==> config.mk <==
export PLATFORM = sky130hd
export DESIGN_NAME = dual_cic_interpolator
export DESIGN_NICKNAME = d
export VERILOG_FILES = /design/src/rtl/dual_cic_interpolator.sv
export SDC_FILE = /design/constraint.sdc
export NUM_CORES = 2
export LEC_CHECK = 0
export BUFFER_PORTS_ARGS = -buffer_cell sky130_fd_sc_hd__buf_2
export CORE_MARGIN = 3
export CORE_UTILIZATION = 30
export CTS_BUF_LIST = sky130_fd_sc_hd__clkbuf_16
export DETAILED_ROUTE_END_ITERATION = 10
export HOLD_SLACK_MARGIN = 0.15
export PLACE_DENSITY = 0.49
export SLEW_MARGIN = 30
export SYNTH_ARGS = -nofsm -noshare
export SYNTH_HDL_FRONTEND = slang
export SYNTH_SLANG_ARGS = --single-unit
==> constraint.sdc <==
create_clock -name clk -period 7.4 [get_ports clk]
set_clock_uncertainty 0.05 [all_clocks]
set_input_delay 1.48 -clock clk [delete_from_list [all_inputs] [get_ports clk]]
set_output_delay 1.48 -clock clk [all_outputs]
set_load 0.03 [all_outputs]
==> src/rtl/dual_cic_interpolator.sv <==
// Dual (I/Q) 3-stage CIC interpolator: one shared rate counter and register block.
// Each lane runs comb at the capture rate and integrators at the clkEn rate.
`ifndef CICINTSPACE
`define CICINTSPACE 13'b1_0000_000?_????
`endif

module cic_int_lane (
  input  logic               clk,
  input  logic               reset,
  input  logic               en,
  input  logic               cap,
  input  logic               first,
  input  logic [5:0]         shamt,
  input  logic signed [17:0] x,
  output logic signed [17:0] y
);
  logic signed [47:0] xs, xd, c1d, c2d, comb_out;
  logic signed [47:0] c1, c2, c3, u, int1, int2, int3, sh;

  assign xs = 48'(x);
  assign c1 = xs - xd;
  assign c2 = c1 - c1d;
  assign c3 = c2 - c2d;
  // Zero-stuffing: the comb result enters the integrators once per capture.
  assign u  = first ? comb_out : '0;
  assign sh = int3 >>> shamt;

  always_ff @(posedge clk) begin
    if (reset) begin
      xd <= '0; c1d <= '0; c2d <= '0; comb_out <= '0;
      int1 <= '0; int2 <= '0; int3 <= '0; y <= '0;
    end else if (en) begin
      if (cap) begin
        xd       <= xs;
        c1d      <= c1;
        c2d      <= c2;
        comb_out <= c3;
      end
      int1 <= int1 + u;
      int2 <= int2 + int1;
      int3 <= int3 + int2;
      if (sh > 48'sd131071)       y <= 18'sd131071;
      else if (sh < -48'sd131072) y <= -18'sd131072;
      else                        y <= sh[17:0];
    end
  end
endmodule

module dual_cic_interpolator #(
  parameter logic [12:0] RegSpace = `CICINTSPACE
) (
  input  logic               clk,
  input  logic               reset,
  input  logic               clkEn,
  input  logic               wr0,
  input  logic               wr1,
  input  logic               wr2,
  input  logic               wr3,
  input  logic [12:0]        addr,
  input  logic [31:0]        din,
  output logic [31:0]        dout,
  input  logic signed [17:0] inI,
  input  logic signed [17:0] inQ,
  output logic               clkEnReq,
  output logic signed [17:0] outI,
  output logic signed [17:0] outQ,
  output logic               clkEnOut
);
  localparam int NUM_LANES = 2;
  localparam int VEC_W     = 18;

  logic        cs;
  logic [11:0] interp, cnt;
  logic [5:0]  shift_r, shamt;
  logic        first;
  logic [NUM_LANES-1:0][VEC_W-1:0] lane_in, lane_out;
  logic        unused;

  assign unused = ^{din[31:12], wr2, wr3};

  always_comb begin
    cs = 1'b0;
    casez (addr)
      RegSpace: cs = 1'b1;
      default:  cs = 1'b0;
    endcase
  end

  always_comb begin
    dout = '0;
    if (cs) begin
      case (addr[4:2])
        3'd0:    dout = {20'd0, interp};
        3'd1:    dout = {26'd0, shift_r};
        default: dout = '0;
      endcase
    end
  end

  always_ff @(posedge clk) begin
    if (reset) begin
      interp  <= '0;
      shift_r <= '0;
    end else if (cs) begin
      if (addr[4:2] == 3'd0) begin
        if (wr0) interp[7:0]  <= din[7:0];
        if (wr1) interp[11:8] <= din[11:8];
      end
      if (addr[4:2] == 3'd1 && wr0) shift_r <= din[5:0];
    end
  end

  assign clkEnReq = clkEn & ~reset & (cnt == 12'd0);
  assign shamt    = (shift_r > 6'd47) ? 6'd47 : shift_r;

  // Reload reads the pre-write interp, so a coincident write waits one period.
  always_ff @(posedge clk) begin
    if (reset) begin
      cnt      <= '0;
      first    <= 1'b0;
      clkEnOut <= 1'b0;
    end else begin
      clkEnOut <= clkEn;
      if (clkEn) begin
        first <= clkEnReq;
        cnt   <= clkEnReq ? interp : cnt - 12'd1;
      end
    end
  end

  assign lane_in[0] = inI;
  assign lane_in[1] = inQ;

  for (genvar g = 0; g < NUM_LANES; g++) begin : g_lane
    cic_int_lane u_lane (
      .clk   (clk),
      .reset (reset),
      .en    (clkEn),
      .cap   (clkEnReq),
      .first (first),
      .shamt (shamt),
      .x     (lane_in[g]),
      .y     (lane_out[g])
    );
  end

  assign outI = lane_out[0];
  assign outQ = lane_out[1];
endmodule
==> Yosys cells after proc, flatten, opt, wreduce, memory -nomap -nowiden <==
Index checks and enable logic that the tools add are counted.
Widths: inputs -> output; s select.
{ "totals": {"reg_bits": 680, "word_cells": 65, "in_bits": 88, "out_inout_bits": 70} }
{ "classes": {"n_shift": 2, "order_cmp": 5, "muxes": 11, "n_bitwise": 3, "add_sub_neg": 13, "n_reduce_logical": 7, "n_eq_ne": 2} }
{ "op_table": {"columns": ["cell", "count"], "rows": [
  ["$add 48x48->48", 6],
  ["$sub 48x48->48", 4],
  ["$gt 48x18->1 const B", 2],
  ["$lt 48x18->1 const B", 2],
  ["$mux 48", 2],
  ["$sshr 48x6->48", 2],
  ["$mux 18", 4],
  ["$sub 18x18->19", 2],
  ["$mux 12", 2],
  ["$pmux 12 s2", 1],
  ["$logic_not 12->1", 1],
  ["$sub 12x1->12 const B", 1],
  ["$eq 8x8->1 const B", 1],
  ["$gt 6x6->1 const B", 1],
  ["$mux 6", 1],
  ["$reduce_and 3->1", 2],
  ["$reduce_and 2->1", 2],
  ["$eq 3x1->1 const B", 1],
  ["$logic_not 3->1", 1],
  ["$and 1x1->1", 2],
  ["$logic_and 1x1->1", 1],
  ["$mux 1", 1],
  ["$not 1->1", 1]
]} }

==> Logic depth before layout (Yosys ltp) <==
{ "logic_depth": {"depth_word": 6, "mapped_depth": 37, "ltp_nobuf": 37} }

==> By module <==
A second synthesis with hierarchy kept.
{ "unflattened": {"cells_unflattened": 6010, "area_unflattened_um2": 46925.0} }
{ "by_module_without_submodules": {"columns": ["mod", "cells_each", "n_inst", "area_per_inst_um2"], "rows": [
  ["cic_int_lane at g_lane[1].u_lane", 2873, 1, 22567.9],
  ["cic_int_lane at g_lane[0].u_lane", 2923, 1, 22526.6],
  ["dual_cic_interpolator", 214, 1, 1830.5]
]} }

==> Worst setup path after synthesis <==
No wires, ideal clock.
{ "synth_timing": {"path_kind": "input-to-reg", "from": "input inQ[0]", "to": "register g_lane[1].u_lane.comb_out[46]", "arrival_ns": 7.742, "setup_slack_ns": -0.520, "path_stages": 35, "setup_time_ns": 0.128, "required_time_ns": 7.222, "path_cell_list": "inv_1 ha_1 inv_1 fa_1 a21o_1 a21oi_1 o21ai_0 a21oi_1 o21bai_1 a211o_1 a21o_1 a21oi_1 nor3b_1 o31a_1 o21ai_0 a31o_2 ha_1 nor2b_1 nor2b_1 a21oi_1 inv_1 ha_1 a21o_1 a21o_1 a21oi_1 o21ai_0 a21oi_1 o22ai_1 a211oi_1 o31ai_1 a21oi_1 o21bai_1 a311oi_1 xor2_1 o21ai_0"} }
{ "synth_between": {"elab_chain_len": 3} }
{ "synth_rtl": {"columns": ["element", "line", "text"], "rows": [
  ["from (decl)", "63", "input logic signed [17:0] inQ,"],
  ["$sub 18x18->19", "21", "assign c1 = xs - xd;"],
  ["named net g_lane[1].u_lane.c1[18]", "18", "logic signed [47:0] c1, c2, c3, u, int1, int2, int3, sh;"],
  ["$sub 48x48->48", "22", "assign c2 = c1 - c1d;"],
  ["named net g_lane[1].u_lane.c2[19]", "18", null],
  ["$sub 48x48->48", "23", "assign c3 = c2 - c2d;"],
  ["to (signal assigned)", "30", "xd <= '0; c1d <= '0; c2d <= '0; comb_out <= '0;"],
  ["to (signal assigned)", "37", "comb_out <= c3;"],
  ["to (decl)", "17", "logic signed [47:0] xs, xd, c1d, c2d, comb_out;"]
]} }
The timed path passes the listed nets, and every way through them passes these cells.
A chain may end at the register's enable or synchronous reset.

==> Worst setup path after layout <==
{ "layout_timing": {"from": "input inQ[0]", "to": "register g_lane[1].u_lane.comb_out[47]"} }
The elaborated chain is that of the path after synthesis.

==> reports/metrics.cfg <==
[hold_path]
hold_class = flip-flop to flip-flop

[yosys]
synth.most_common_cell = nand2_1
yosys.area_share.adder = 0.1178
synth_top_area_frac = 0.2494
ys_top_cells_by_area = dfxtp_1, ha_1, mux2i_1
ys_ff_latch = 622
seq_area_frac_synth = 0.2494
async_reset_ff_frac = 0
synth_common_cells = nand2_1, dfxtp_1, a21oi_1
syn_area_um2 = 49940
ys_warn_count = 0
synth_compound_area_frac = 0.2484
synth_top_family_by_area = compound AO/OA/AOI/OAI gates
synth.area.mux_share = 0.08289
syn_inst = 6356
synth_ff_type = dfxtp_1
ys_types = 95
synth_edf_count = 0
syn_area_per_cell_um2 = 7.856
synth_xor_area_frac = 0.06700
synthSimpleGateAreaFrac = 0.1798
yosysTopAreaCell = dfxtp_1

[worst_setup_path]
rrSetupSlack_ns = 0.93
crit_path_frequent_cell = a21o_1
worstPathMaxFanout = 12
path_class = input pin to flip-flop
cp.arrival_ns = 7.56
required_ns = 7.89
endpoint_kind = flip-flop
worstSetupStartpointType = input pin
path_delay_family = compound AO/OA/AOI/OAI gates
crit_buf_inv = 5
worst_path_max_delay_cell = or3_4
critPathMaxStageDelay_ns = 0.39

[layout]
stdcell_area_um2 = 57900
drive_gt1_frac = 0.1176
layout.cells.non_filler = 8853
multi_input_area_um2 = 35290
seq_area_um2 = 12460
area_growth_pct = 15.95
num-fill-cells = 17490
finish.utilization = 0.3505
finalNetCount = 7151
diodes = 0

[route]
drt-initial-drc-count = 2446
wl_per_cell_um = 16.29
antenna_left = 0
avgViaCountPerCell = 5.017
drc = 0
drt_pass1_iterations = 5
wirelength_mm = 144.2
vias = 44410

[placed_design]
dpl_cell_area_um2 = 54680
dp_cells = 8697
io_buffer_count = 113
place.gp.congestion = 0.8850
hpwl_mm = 108.7

[timing]
report.final.hold_viol_count = 0
tightest_slew_ns = 0.9840
slew_viol_final = 0
clock.fmax_mhz = 141.3
min_period_over_period = 0.9563
setup_viol = 0
whs_ns = 0.3897
maxSlewHeadroom = 0.3440
fin_crit_ns = 7.076

[floorplan]
die_h_um = 414.0
start_util = 0.3023
fp.dieW_um = 414.0
boundaryPins = 158
dieArea_um2 = 171400
core_area_um2 = 165200
fp-row-count = 149

[global_routing]
antenna_found_initial = 3
grt_overflow_total = 0
grt_first_pass_wirelength_mm = 232.3
grt_pass1_vias = 42110
grt_max_degree = 162
grt_usage = 0.1649

[clock_tree]
clkTransAtPathRegs_ns = 0.05
cts_buffers = 83
insertion_delay_ns = 0.69
cts_num_sinks = 622
cts_tree = yes
cts-hold-fix-buffers = 0
clk_path_buf_depth = 3
cts_root_buf = clkbuf_16
htreeDepth = 3

[power_and_ir_drop]
vdd_ir_drop_max_uv = 195.1
powerDensity_nw_per_um2 = 296.1
p_leak_nw = 25.92

[status]
status = complete, no violations

[run]
cap_violations = 0

## flip-flops by register name, summed over array words and instances, names as in the netlist
name and cells:
g_lane.u_lane.c2d 96, g_lane.u_lane.comb_out 96, g_lane.u_lane.int1 96, g_lane.u_lane.int2 96
g_lane.u_lane.int3 96, g_lane.u_lane.c1d 38, g_lane.u_lane.xd 36, g_lane.u_lane.y 36
cnt 12, interp 12, shift_r 6, clkEnOut 1
first 1
## worst register-to-register path, delay by kind of cell, from the launching register on
kind	cells	cell delay (ns)
xor+xnor	3	0.42
compound gates	19	3.31
flops	1	0.33
fa+ha+maj	4	1.19
simple gates	3	0.67
buf+inv	3	0.37
## through the flow
stage               power [mW]  setup WS, ns  setup TNS [ns]
finish                   17.15        0.3236               0
floorplan                9.381      -0.03625        -0.03625
detailed placement       12.72       -0.7766          -17.47
global route             18.52     -0.003103       -0.003103
CTS                      17.11      0.007874               0
global placement         12.67       -0.7145          -16.55
## cell type report
cell class / count / share of cell area
inverter: 307 / 0.02008
clock inverter: 62 / 0.01117
clock buffer: 87 / 0.03760
timing repair buffer: 483 / 0.05921
multi-input combinational: 5103 / 0.6095
tap: 2189 / 0.04731
sequential: 622 / 0.2152
## cell families after synthesis
group / count (synthesis)
buffers and inverters: 650
adders and majority gates: 463
AOI/OAI and AO/OA: 1919
and+or+nand+nor: 1921
xor gates and xnor gates: 382
other: 1
DFF: 622
muxes: 398
## report_power, final
| group | internal, mW | switching [mW] |
|---|---|---|
| Combinational | 4.45 | 4.56 |
| Clock | 2.57 | 1.67 |
| Sequential | 3.69 | 0.199 |
| Total | 10.7 | 6.43 |
## per-layer routing
layer | GRT usage | wire (µm) | share of wire | up-vias
li1 | - | - | - | 23260
met1 | 0.2426 | 75860 | 0.53 | 20340
met2 | 0.2537 | 60650 | 0.42 | 642
met3 | 0.02102 | 4544 | 0.032 | 175
met4 | 0.03861 | 3100 | 0.022 | 4
met5 | 0 | 27 | 0.00019 | -
## worst paths after layout
check	from	to	depth (start not counted)
worst max register to register	g_lane[1].u_lane.xd[0]	g_lane[1].u_lane.comb_out[47]	32
worst min register to register	g_lane[1].u_lane.c2d[39]	g_lane[1].u_lane.c2d[39]	2
worst max-delay path	inQ[0]	g_lane[1].u_lane.comb_out[47]	34
worst min-delay path	g_lane[1].u_lane.c2d[39]	g_lane[1].u_lane.c2d[39]	2
## timing repair
action	CTS	global route
hold endpoints to repair	0	0
cloned	0	0
pin swaps	1	43
setup buffers	1	5
resized for setup	2	79
endpoints found under the setup margin	1	36
## cells in the final DEF, fill, tap and decap left out, drive strengths merged, types with 70 or more instances in the layout
master / instances
nand2: 689
mux2i: 367
a21o: 299
nor2: 514
dfxtp: 622
a211oi: 126
xor2: 156
clkbuf: 87
inv: 319
and2: 134
nand3: 95
nor2b: 70
xnor2: 226
buf: 483
o21ai: 389
o31ai: 107
ha: 451
a21oi: 529
nand3b: 80
Note: power is estimated with default switching activity, not from simulation.
